[config.mk]
export PLATFORM = sky130hd
export DESIGN_NAME = dmem_copy_master
export DESIGN_NICKNAME = d
export VERILOG_FILES = /design/src/rtl/dmem_pkg.sv /design/src/rtl/dmem_copy_master.sv
export SDC_FILE = /design/constraint.sdc
export NUM_CORES = 1
export LEC_CHECK = 0
export BUFFER_PORTS_ARGS = -buffer_cell sky130_fd_sc_hd__buf_2
export CAP_MARGIN = 25
export CORE_ASPECT_RATIO = 1.2
export CORE_MARGIN = 10
export CORE_UTILIZATION = 54
export CTS_BUF_LIST = sky130_fd_sc_hd__clkbuf_8
export DETAILED_ROUTE_END_ITERATION = 8
export GPL_TIMING_DRIVEN = 0
export PLACE_DENSITY = 0.85
export SETUP_SLACK_MARGIN = 0.05
export SYNTH_ARGS = -nofsm -noshare
export SYNTH_HDL_FRONTEND = slang
export SYNTH_SLANG_ARGS = --single-unit
[constraint.sdc]
create_clock -name clk -period 3.4 [get_ports clk]
set_input_delay 0.17 -clock clk [delete_from_list [all_inputs] [get_ports clk]]
set_output_delay 0.17 -clock clk [all_outputs]
set_load 0.02 [all_outputs]
[src/rtl/dmem_pkg.sv]
// Shared definitions for data-memory initiators: copy FSM states, default
// port geometry, and the block range check.
package dmem_pkg;

    localparam int DMEM_ADDR_W = 16;
    localparam int DMEM_DATA_W = 16;
    localparam int DMEM_DEPTH  = 24;

    typedef enum logic [2:0] {
        IDLE   = 3'd0,
        CHECK  = 3'd1,
        READ   = 3'd2,
        WRITE  = 3'd3,
        FINISH = 3'd4
    } copy_state_e;

    // True when the whole block [base, base+len-1] lies below depth. The extra
    // top bit keeps a wrap past the end of the address space visible as out of
    // range. Callers handle len==0 themselves.
    function automatic logic range_ok(input logic [DMEM_ADDR_W-1:0] base,
                                      input logic [DMEM_ADDR_W-1:0] len,
                                      input logic [DMEM_ADDR_W:0]   depth);
        logic [DMEM_ADDR_W:0] last;
        last = {1'b0, base} + {1'b0, len} - {{DMEM_ADDR_W{1'b0}}, 1'b1};
        return last < depth;
    endfunction

endpackage

[src/rtl/dmem_copy_master.sv]
// Memory-to-memory block copier on the 16-bit data memory port, with a
// wrapping checksum of every word moved.
//
// Command handshake: start is sampled only while in IDLE (ignored otherwise,
// never queued); the command retires with a single-cycle done pulse, whether
// it copied, was empty, or failed the range check. busy covers CHECK/READ/WRITE.
module dmem_copy_master
    import dmem_pkg::*;
#(
    parameter int ADDR_W    = DMEM_ADDR_W,
    parameter int DATA_W    = DMEM_DATA_W,
    parameter int MEM_DEPTH = DMEM_DEPTH
) (
    input  logic              clk,
    input  logic              rst,
    input  logic              start,
    input  logic [ADDR_W-1:0] src_base,
    input  logic [ADDR_W-1:0] dst_base,
    input  logic [ADDR_W-1:0] length,
    output logic              busy,
    output logic              done,
    output logic              err,
    output logic [DATA_W-1:0] checksum,
    output logic              memRead,
    output logic              memWrite,
    output logic [ADDR_W-1:0] addr,
    output logic [DATA_W-1:0] wdata,
    input  logic [DATA_W-1:0] rdata
);

    localparam logic [ADDR_W:0] DEPTH_LIM = (ADDR_W + 1)'(MEM_DEPTH);

    copy_state_e       state_q, state_d;
    logic [ADDR_W-1:0] src_q, src_d;
    logic [ADDR_W-1:0] dst_q, dst_d;
    logic [ADDR_W-1:0] len_q, len_d;
    logic [ADDR_W-1:0] idx_q, idx_d;
    logic [DATA_W-1:0] data_q, data_d;
    logic [DATA_W-1:0] csum_q, csum_d;
    logic              err_q, err_d;

    always_ff @(posedge clk) begin
        if (!rst) begin
            state_q <= IDLE;
            src_q   <= '0;
            dst_q   <= '0;
            len_q   <= '0;
            idx_q   <= '0;
            data_q  <= '0;
            csum_q  <= '0;
            err_q   <= 1'b0;
        end else begin
            state_q <= state_d;
            src_q   <= src_d;
            dst_q   <= dst_d;
            len_q   <= len_d;
            idx_q   <= idx_d;
            data_q  <= data_d;
            csum_q  <= csum_d;
            err_q   <= err_d;
        end
    end

    always_comb begin
        state_d  = state_q;
        src_d    = src_q;
        dst_d    = dst_q;
        len_d    = len_q;
        idx_d    = idx_q;
        data_d   = data_q;
        csum_d   = csum_q;
        err_d    = err_q;
        busy     = 1'b0;
        done     = 1'b0;
        memRead  = 1'b0;
        memWrite = 1'b0;
        addr     = '0;
        wdata    = '0;

        unique case (state_q)
            IDLE: begin
                if (start) begin
                    src_d   = src_base;
                    dst_d   = dst_base;
                    len_d   = length;
                    idx_d   = '0;
                    csum_d  = '0;
                    err_d   = 1'b0;
                    state_d = CHECK;
                end
            end

            CHECK: begin
                busy = 1'b1;
                if (len_q == '0) begin
                    state_d = FINISH;
                end else if (!range_ok(src_q, len_q, DEPTH_LIM) ||
                             !range_ok(dst_q, len_q, DEPTH_LIM)) begin
                    err_d   = 1'b1;
                    state_d = FINISH;
                end else begin
                    state_d = READ;
                end
            end

            READ: begin
                busy    = 1'b1;
                memRead = 1'b1;
                addr    = src_q + idx_q;
                data_d  = rdata;
                csum_d  = csum_q + rdata;
                state_d = WRITE;
            end

            // Each word is written right after its own read, so an overlapping
            // forward copy (dst = src+1) replicates the first word by design.
            WRITE: begin
                busy     = 1'b1;
                memWrite = 1'b1;
                addr     = dst_q + idx_q;
                wdata    = data_q;
                if (idx_q == len_q - ADDR_W'(1)) begin
                    state_d = FINISH;
                end else begin
                    idx_d   = idx_q + ADDR_W'(1);
                    state_d = READ;
                end
            end

            FINISH: begin
                done    = 1'b1;
                state_d = IDLE;
            end

            default: state_d = IDLE;
        endcase
    end

    assign err      = err_q;
    assign checksum = csum_q;

endmodule
==> results of run 1 <==
metal layers:
layer	wire length, um	global-route usage (%)	part of all wire (%)
met1	9818	27.29	38
met2	13070	42.77	50
met3	2036	5.640	7.8
met4	1247	11.41	4.8
met5	0	0	0
power by group through the flow:
| stage | logic [uW] | registers [uW] | clock network (uW) |
|---|---|---|---|
| after floorplan | 817 | 1260 | 0 |
| after global placement | 1050 | 1270 | 0 |
| after detailed placement | 1080 | 1280 | 0 |
| after CTS | 1160 | 1260 | 729 |
| after global routing | 1400 | 1260 | 766 |
| final | 1280 | 1260 | 721 |
sequential cells by signal (all words and copies together), names as in the netlist:
signal and flops:
idx_q 16, checksum 16, err 1, data_q 16, len_q 16, state_q 3
src_q 16, dst_q 16
Yosys cell counts (3+ instances only):
library cell	count	area share (%)
a22oi_1	14	1.3
o211ai_1	9	0.84
o21a_1	3	0.28
a211oi_1	4	0.38
a21boi_0	24	2.3
xor2_1	28	3.1
nor4_1	3	0.23
o21ai_0	40	2.5
or3_1	6	0.47
xnor2_1	39	4.3
inv_1	124	5.8
nor2b_1	23	1.8
nand2_1	175	8.2
nand2b_1	11	0.86
nor3_1	13	0.81
nand3_1	17	1.1
a21o_1	19	1.8
and4_1	3	0.33
nand4_1	17	1.3
and2_1	25	2.0
a31oi_1	16	1.3
clkbuf_1	40	1.9
ha_1	91	14
nor2_1	61	2.9
a21oi_1	82	5.1
a211o_1	3	0.33
and3_1	12	0.94
or2_2	3	0.23
mux2i_1	6	0.75
dfxtp_1	100	25
or4_1	9	0.84
nor3b_1	3	0.28
o21bai_1	6	0.56
nand3b_1	4	0.38
kinds of logic after synthesis:
kind of cell             synth area share [%]
flip-flops                              25.03
AND/OR/NAND/NOR                         23.92
multiplexers                            1.033
adder cells (fa/ha/maj)                 14.74
buffers and inverters                   8.088
AO/OA/AOI/OAI                           19.85
XOR/XNOR                                7.337
worst max-delay path, delay by kind of cell (launching register included):
family                     cells  cell delay, ps
AOI/OAI and AO/OA              6            1100
and+or+nand+nor                4             530
adders and majority gates      2             490
DFF                            1             350
buffers and inverters          3             320
muxes                          1             180
xor gates and xnor gates       1             180
repair_timing:
| item | CTS | global route |
|---|---|---|
| pin swaps | 30 | 27 |
| gates cloned | 0 | 0 |
| setup buffers | 20 | 14 |
| gates resized for setup | 61 | 45 |
| setup endpoints to repair | 17 | 29 |
| hold buffers | 35 | 0 |
| hold endpoints to repair | 35 | 0 |
placed cells by master (no fill, tap or decap), types with 25 or more instances in the layout:
master	netlist	final
a21oi_1	82	80
and2_1	25	25
buf_2	1	114
buf_4	1	38
clkbuf_1	40	31
dfxtp_1	100	86
dlygate4sd3_1	0	35
ha_1	91	81
inv_1	124	121
nand2_1	175	175
nor2_1	61	59
o21ai_0	40	29
xnor2_1	39	38
xor2_1	28	28
metrics by stage:
stage | std cells | TNS (ps) | util [%] | area, sq um | hold slack, ps
after floorplan | 1079 | 0 | - | 8030 | 306.0
after global placement | 1398 | -6748 | 61.32 | 8876 | 413.8
after detailed placement | 1399 | -7791 | 61.42 | 8890 | 418.1
after CTS | 1465 | -1981 | 67.25 | 9734 | 0.07525
after global routing | 1478 | -1978 | 69.04 | 9992 | 28.31
final | 1479 | -1413 | 69.05 | 9995 | 16.42
layout make-up:
type	instances	area, sq um
antenna	1	2.502
buffer	39	207.7
clock buffer	10	137.6
clock inverter	5	30.03
fill	1127	4479
inverter	125	474.2
multi-input combinational	810	5613
sequential	100	2047
tap	200	250.2
timing repair buffer	189	1232
worst max path at each step:
stage	startpoint	to	slack, ps	cells after the start
finish	state_q[2]	addr[14]	-320	17
global route	state_q[2]	addr[15]	-380	15
CTS	state_q[2]	addr[14]	-450	18
detailed placement	state_q[2]	addr[15]	-1000	18
global placement	state_q[2]	addr[15]	-910	18
floorplan	state_q[2]	addr[15]	40	16
==> impl_metrics.py, run 1 <==
metrics = {
    "outcome": {
        "outcome": "finished with violations",
        "failed_checks": "negative setup slack",
    },
    "clock_tree": {
        "cts-root-buf": "clkbuf_8",
        "cts_tree": "built",
        "h-tree-depth": 3,
        "clk_pin_slew_ps": 90,
        "cts_buffers": 9,
        "cts_max_path_buffers": 2,
        "clk_latency_ps": 400,
        "clock_sinks": 100,
    },
    "worst_setup_path": {
        "arrival_ps": 3550,
        "crit_chain": "nand2b_4 -> nor2_4 -> buf_8 -> mux2_4 -> ha_4 -> inv_2 -> fa_2 -> nor2b_4 -> o21ai_2 -> a21boi_2 -> o21ai_2 -> a211o_1 -> a31oi_2 -> a31oi_1 -> xor2_1 -> nor2_2 -> buf_6",
        "critPathKind": "reg -> out",
        "start_kind": "register",
        "crit_path_max_incr_delay_ps": 360,
        "cp-end-kind": "output pin",
        "reg2reg_from": "len_q[2]",
        "crit_slowest_cell": "fa_2",
        "r2r_cells": 15,
        "crit_fanout": 6,
        "critPathMostFrequentCell": "o21ai_2",
        "r2r-end": "state_q[1]",
        "worst_ep_required_time_ps": 3230,
        "rrSetupSlack_ps": 60,
    },
    "sta": {
        "relSlewSlack_pct": 53.30,
        "fin_ws_ps": -315.3,
        "final-hold-violation-count": 0,
        "rsz0062_at_grt": "yes",
        "max_freq_mhz": 269.2,
        "skew_ps": 12.91,
        "fin_crit_sh_pct": 109.3,
        "post-route-min-period_ps": 3715,
        "setup_violations": 6,
        "drv_slew": 0,
        "worst_pin_slew_ps": 700.5,
    },
    "floorplanning": {
        "io_pins": 120,
        "floorplan.rows": 48,
        "fp.dieW_um": 131.1,
        "die_h_um": 153.3,
        "core_sq_um": 14470,
        "die_area_sq_um": 20100,
        "initial_core_util_pct": 55.26,
    },
    "global_route": {
        "grt_antenna_before_repair": 0,
        "grtUsageTotal_pct": 24.57,
        "gr-total-overflow": 0,
        "grt_pass1_vias": 8307,
        "grt_start_max_net_pins": 16,
        "grt_first_pass_wirelength_mm": 40.04,
    },
    "pwr": {
        "clkPwrFrac_pct": 22.2,
        "total_power_uw": 3254,
        "cellPowerDensity_nw_per_um2": 325.6,
        "p_int_uw": 2046,
        "leakage_uw": 0.004559,
        "peakVddDrop_mv": 0.1814,
        "p_switching_uw": 1208,
        "comb_power_share_pct": 39.3,
        "p_seq_share_pct": 38.6,
        "swShare_pct": 37.11,
    },
    "worst_hold_path": {
        "hold_end": "len_q[0]",
        "hold_depth": 3,
        "min_path_type": "in -> reg",
        "hp-start": "length[0]",
    },
    "place": {
        "routabilityCongestion": 0.9871,
        "io_buffers": 119,
        "place_ws_ps": -995.6,
        "hpwl_mm": 18.92,
    },
    "routing": {
        "ant_nets": 0,
        "wl_mm": 26.17,
        "drt_iter0_markers": 730,
        "drt-pass1-iter-count": 6,
        "vias": 8496,
        "drc_errors": 0,
        "viasPerCell": 5.744,
        "wl_per_cell_um": 17.70,
    },
    "yosys": {
        "synth-edff-count": 0,
        "synthesis.area_sq_um": 7998,
        "syn_nets": 1239,
        "avgSynthCellArea_sq_um": 7.412,
        "yosys_warnings": 0,
        "ys_seq_area_share_pct": 25.03,
        "synth_cell_type_count": 68,
        "synth_ff_type": "dfxtp_1",
        "synth-seq-cells": 100,
        "synth_cells": 1079,
        "ys_async_sr_fraction_pct": 0,
    },
    "job": {
        "maxCapViolCount": 0,
    },
    "final_layout": {
        "layout-drive-gt1-share_pct": 19.64,
        "fin_nets": 1434,
        "area_growth_pct": 24.97,
    },
}
(Power assumes the default switching activity.)
==> run 2: changes to the inputs <==
--- a/config.mk
+++ b/config.mk
@@ -14,7 +14,9 @@
 export DETAILED_ROUTE_END_ITERATION = 8
 export GPL_TIMING_DRIVEN = 0
 export PLACE_DENSITY = 0.85
+export REMOVE_ABC_BUFFERS = 1
 export SETUP_SLACK_MARGIN = 0.05
+export SLEW_MARGIN = 20
 export SYNTH_ARGS = -nofsm -noshare
 export SYNTH_HDL_FRONTEND = slang
 export SYNTH_SLANG_ARGS = --single-unit
==> impl_metrics.py, run 2 (synthesis gave the netlist of run 1 again) <==
metrics = {
    "pwr": {
        "peakVddDrop_mv": 0.2523,
        "total_power_uw": 3339,
        "cellPowerDensity_nw_per_um2": 330.9,
        "leakage_uw": 0.004589,
    },
    "job": {
        "maxCapViolCount": 0,
    },
    "sta": {
        "hold_slack_ps": 10.65,
        "skew_ps": 13.98,
        "worst_pin_slew_ps": 892.2,
        "max_freq_mhz": 262.2,
        "rsz0062_at_grt": "yes",
        "drv_slew": 0,
        "final-hold-violation-count": 0,
        "post-route-min-period_ps": 3814,
        "fin_crit_sh_pct": 112.2,
        "setup_violations": 7,
        "relSlewSlack_pct": 40.36,
        "fin_ws_ps": -414.4,
    },
    "routing": {
        "ant_nets": 0,
        "vias": 8409,
        "wl_mm": 25.06,
        "drt-pass1-iter-count": 5,
        "wl_per_cell_um": 17.24,
        "drc_errors": 0,
        "viasPerCell": 5.787,
        "drt_iter0_markers": 714,
    },
    "clock_tree": {
        "clk_pin_slew_ps": 110,
        "clock_sinks": 100,
        "cts_tree": "built",
        "cts_buffers": 9,
        "cts-root-buf": "clkbuf_8",
        "clk_latency_ps": 390,
        "cts_max_path_buffers": 2,
        "h-tree-depth": 3,
    },
    "place": {
        "post_dp_cell_area_sq_um": 8796,
        "dpl.cell_count": 1364,
        "place_ws_ps": -1366,
        "hpwl_mm": 16.86,
        "routabilityCongestion": 0.9172,
        "io_buffers": 119,
    },
    "floorplanning": {
        "floorplan.rows": 48,
        "core_sq_um": 14470,
        "die_h_um": 153.3,
        "io_pins": 120,
        "fp.dieW_um": 131.1,
        "die_area_sq_um": 20100,
        "initial_core_util_pct": 55.26,
    },
    "final_layout": {
        "regArea_sq_um": 2061,
        "antenna_cells": 0,
        "final_cell_mix": "nand2_1 (175), buf_2 (117), inv_1 (115), dfxtp_1 (79)",
        "postLayoutCellArea_sq_um": 10090,
        "layout-drive-gt1-share_pct": 22.59,
        "fillers": 1069,
        "area_growth_pct": 26.17,
        "multi_input_area_sq_um": 5703,
        "fin_cells": 1453,
        "final_common_cell": "nand2_1",
        "fin_nets": 1408,
    },
    "global_route": {
        "grtUsageTotal_pct": 23.11,
        "gr-total-overflow": 0,
        "grt_antenna_before_repair": 0,
        "grt_start_max_net_pins": 41,
        "grt_pass1_vias": 8206,
        "grt_first_pass_wirelength_mm": 38.12,
    },
    "worst_setup_path": {
        "arrival_ps": 3640,
        "crit_slowest_cell": "or3_4",
        "critPathMostFrequentCell": "o21ai_2",
        "start_kind": "register",
        "critPathKind": "reg -> out",
        "crit_chain": "nand2b_4 -> nor2_4 -> clkbuf_16 -> nor2_1 -> a21o_1 -> ha_1 -> a21o_1 -> a21oi_2 -> o21ai_2 -> a31oi_4 -> o21ai_2 -> o211ai_1 -> buf_4 -> o21ai_2 -> buf_4 -> a21oi_1 -> or3_4 -> buf_6",
        "cp-end-kind": "output pin",
        "worst_ep_required_time_ps": 3230,
        "crit_path_max_incr_delay_ps": 380,
        "crit_fanout": 5,
        "r2r_cells": 14,
    },
    "worst_hold_path": {
        "min_path_type": "in -> reg",
        "hold_depth": 3,
    },
    "outcome": {
        "outcome": "finished with violations",
        "failed_checks": "negative setup slack",
    },
}
==> run 2: changes by cell type in the layout (fill, tap and decap cells not counted), moves of 3 or more <==
cell      change
ha_4          +3
inv_2         +4
dfxtp_2       +5
inv_1         -6
ha_1          -3
clkbuf_1     -31
buf_2         +3
dfxtp_1       -7
==> run 2: stage by stage <==
| stage | utilization, % | setup TNS, ps |
|---|---|---|
| CTS | 66.93 | -1246 |
| floorplan | - | -132830 |
| detailed placement | 60.77 | -14740 |
| finish | 69.72 | -2178 |
| global placement | 59.87 | -357290 |
| global route | 69.72 | -2904 |
==> run 2: worst max-delay path, delay by kind of cell (launching register included) <==
family | cells | cell delay [ps]
simple gates | 4 | 680
flops | 1 | 360
fa+ha+maj | 1 | 280
compound gates | 9 | 1320
buf+inv | 4 | 600
==> run 2: cell type report <==
cell class | instances | share of cell area, %
Clock buffer | 11 | 1.500
Timing Repair Buffer | 202 | 13.99
Tap cell | 200 | 2.480
Clock inverter | 5 | 0.4092
Multi-Input combinational cell | 810 | 56.52
Inverter | 125 | 4.687
Sequential cell | 100 | 20.42
==> run 2: worst paths after layout <==
check                   start         end  slack (ps)
setup / recovery   state_q[2]    addr[15]        -410
hold / removal    src_base[1]    src_q[1]          10
setup reg to reg     len_q[3]  state_q[1]          70
hold reg to reg    data_q[15]  data_q[15]         460
==> run 2: report_power, final <==
| part | switching (uW) | leakage, uW | internal (uW) |
|---|---|---|---|
| clock | 463 | 0.0000983 | 316 |
| combinational | 734 | 0.00367 | 573 |
| sequential | 44.4 | 0.000826 | 1210 |
| total | 1240 | 0.00459 | 2100 |
==> run 2: what timing repair did <==
item                                   CTS  global route
endpoints found under the hold margin   36             0
gates resized for setup                 59            69
setup endpoints to repair               46            28
hold buffers                            36             0
setup buffers                           17            19
gates cloned                             1             0
pin swaps                               29            30
==> run 2: routing by layer <==
metal  global-route usage (%)  part of all wire [%]  vias to the layer above
met2                    40.26                    51                      346
li1                         -                     -                     4018
met5                        0                     0                        -
met3                    5.882                   7.0                      115
met4                    13.16                   5.3                        0
met1                    24.37                    37                     3930
==> run 3: changes to the inputs <==
--- a/config.mk
+++ b/config.mk
@@ -12,7 +12,6 @@
 export CORE_UTILIZATION = 54
 export CTS_BUF_LIST = sky130_fd_sc_hd__clkbuf_8
 export DETAILED_ROUTE_END_ITERATION = 8
-export GPL_TIMING_DRIVEN = 0
 export PLACE_DENSITY = 0.85
 export REMOVE_ABC_BUFFERS = 1
 export SETUP_SLACK_MARGIN = 0.05
==> impl_metrics.py, run 3 (synthesis gave the netlist of run 1 again) <==
metrics = {
    "sta": {
        "post-route-min-period_ps": 3618,
        "final-hold-violation-count": 11,
        "drv_slew": 0,
        "worst_pin_slew_ps": 804.3,
        "hold_slack_ps": -8.738,
        "fin_crit_sh_pct": 106.4,
        "rsz0062_at_grt": "yes",
        "fin_setup_tns_ps": -649.4,
        "setup_violations": 5,
        "max_freq_mhz": 276.4,
        "fin_ws_ps": -217.6,
        "relSlewSlack_pct": 46.32,
        "skew_ps": 20.98,
    },
    "pwr": {
        "leakage_uw": 0.004460,
        "cellPowerDensity_nw_per_um2": 343.3,
        "peakVddDrop_mv": 0.2435,
    },
    "worst_setup_path": {
        "start_kind": "register",
        "rrSetupSlack_ps": 120,
        "crit_fanout": 5,
        "cp-end-kind": "output pin",
        "critPathKind": "reg -> out",
        "arrival_ps": 3450,
        "worst_ep_required_time_ps": 3230,
    },
    "final_layout": {
        "antenna_cells": 0,
        "layout-drive-gt1-share_pct": 20.62,
        "area_growth_pct": 20.18,
        "fin_nets": 1382,
        "utilization_pct": 66.41,
        "final_common_cell": "nand2_1",
        "fin_cells": 1427,
        "final_cell_mix": "nand2_1 (175), inv_1 (119), buf_2 (113), dfxtp_1 (91), ha_1 (88)",
    },
    "floorplanning": {
        "floorplan.rows": 48,
        "io_pins": 120,
        "fp.dieW_um": 131.1,
        "core_sq_um": 14470,
        "die_h_um": 153.3,
        "initial_core_util_pct": 55.26,
        "die_area_sq_um": 20100,
    },
    "global_route": {
        "grtUsageTotal_pct": 22.37,
        "grt_start_max_net_pins": 41,
        "grt_pass1_vias": 7929,
        "gr-total-overflow": 0,
        "grt_antenna_before_repair": 0,
        "grt_first_pass_wirelength_mm": 36.79,
    },
    "clock_tree": {
        "cts-root-buf": "clkbuf_8",
        "clk_pin_slew_ps": 110,
        "cts_buffers": 9,
        "h-tree-depth": 3,
        "clk_latency_ps": 410,
        "cts_tree": "built",
        "clock_sinks": 100,
        "cts_max_path_buffers": 2,
    },
    "outcome": {
        "outcome": "finished with violations",
        "failed_checks": "negative hold slack, negative setup slack",
    },
    "routing": {
        "wl_mm": 23.61,
        "drt-pass1-iter-count": 5,
        "drc_errors": 0,
        "drt_iter0_markers": 612,
        "ant_nets": 0,
        "vias": 8094,
        "wl_per_cell_um": 16.54,
        "viasPerCell": 5.672,
    },
    "place": {
        "dpl.cell_count": 1397,
        "routabilityCongestion": 0.9156,
        "io_buffers": 119,
        "hpwl_mm": 17.20,
    },
    "worst_hold_path": {
        "min_path_type": "in -> reg",
    },
    "job": {
        "maxCapViolCount": 0,
    },
}
-- run 3: cell types whose count changed in the layout (fill, tap and decap cells not counted), moves of 4 or more --
cell,before,now
ha_1,78,88
ha_4,8,3
o21ai_0,28,34
inv_1,115,119
dlygate4sd3_1,36,5
dfxtp_4,13,0
dfxtp_1,79,91
ha_2,5,0
buf_2,117,113
buf_4,39,54
-- run 3: worst max-delay path: stages (launching register included) --
cell and delay [ps]:
dfxtp_2 330, nand2b_4 140, nor2_4 170, buf_6 140
nand2_1 70, o21ai_0 140, ha_1 340, a21oi_2 210
o21ai_2 110, a31oi_4 200, o21ai_2 100, o211ai_1 270
o21ai_1 140, and3_1 180, or3_4 380, buf_6 140
-- run 3: what timing repair did --
item | 4_1_cts | 5_1_grt
setup endpoints to repair | 8 | 10
resized for setup | 27 | 46
hold buffers | 3 | 2
pin swaps | 15 | 34
hold endpoints to repair | 3 | 2
setup buffers | 5 | 5
-- run 3: final timing paths --
path / cells after the start / startpoint / end
worst max-delay path: 15 / state_q[2] / addr[15]
worst min-delay path: 3 / src_base[8] / src_q[8]
worst max register to register: 14 / len_q[13] / state_q[1]
worst min register to register: 2 / src_q[1] / src_q[1]
-- run 3: metal layers --
| layer | part of all wire, % | global-route usage, % | vias to the layer above |
|---|---|---|---|
| met2 | 51 | 40.48 | 277 |
| met3 | 6.5 | 5.536 | 93 |
| met4 | 4.2 | 9.284 | 0 |
| li1 | - | - | 3957 |
| met5 | 0 | 0 | - |
| met1 | 38 | 23.72 | 3767 |
-- run 3: cell type report --
| cell class | instances | area (sq um) |
|---|---|---|
| inverters | 125 | 471.7 |
| repair buffers | 176 | 1075 |
| fillers | 1159 | 4862 |
| multi-input cells | 810 | 5594 |
| well taps | 200 | 250.2 |
| flip-flops and latches | 100 | 2013 |
| clock buffers | 10 | 137.6 |
| clock inverters | 6 | 70.07 |
-- run 3: power breakdown --
group	internal (uW)	total (uW)	switching [uW]
clock network	368	831	462
registers	1210	1240	33.3
logic	530	1220	695
total	2110	3300	1190
-- run 3: metrics by stage --
step | instance area [sq um] | setup slack [ps] | power, uW | hold slack (ps)
final | 9612 | -217.6 | 3300 | -8.738
after global routing | 9612 | -413.2 | 3504 | -3.507
after CTS | 9361 | -148.6 | 3200 | 0.2534
after detailed placement | 9005 | -19.51 | 2377 | 419.4
after global placement | 9002 | 12.07 | 2352 | 412.3
after floorplan | 7820 | -2617 | 2067 | 298.2
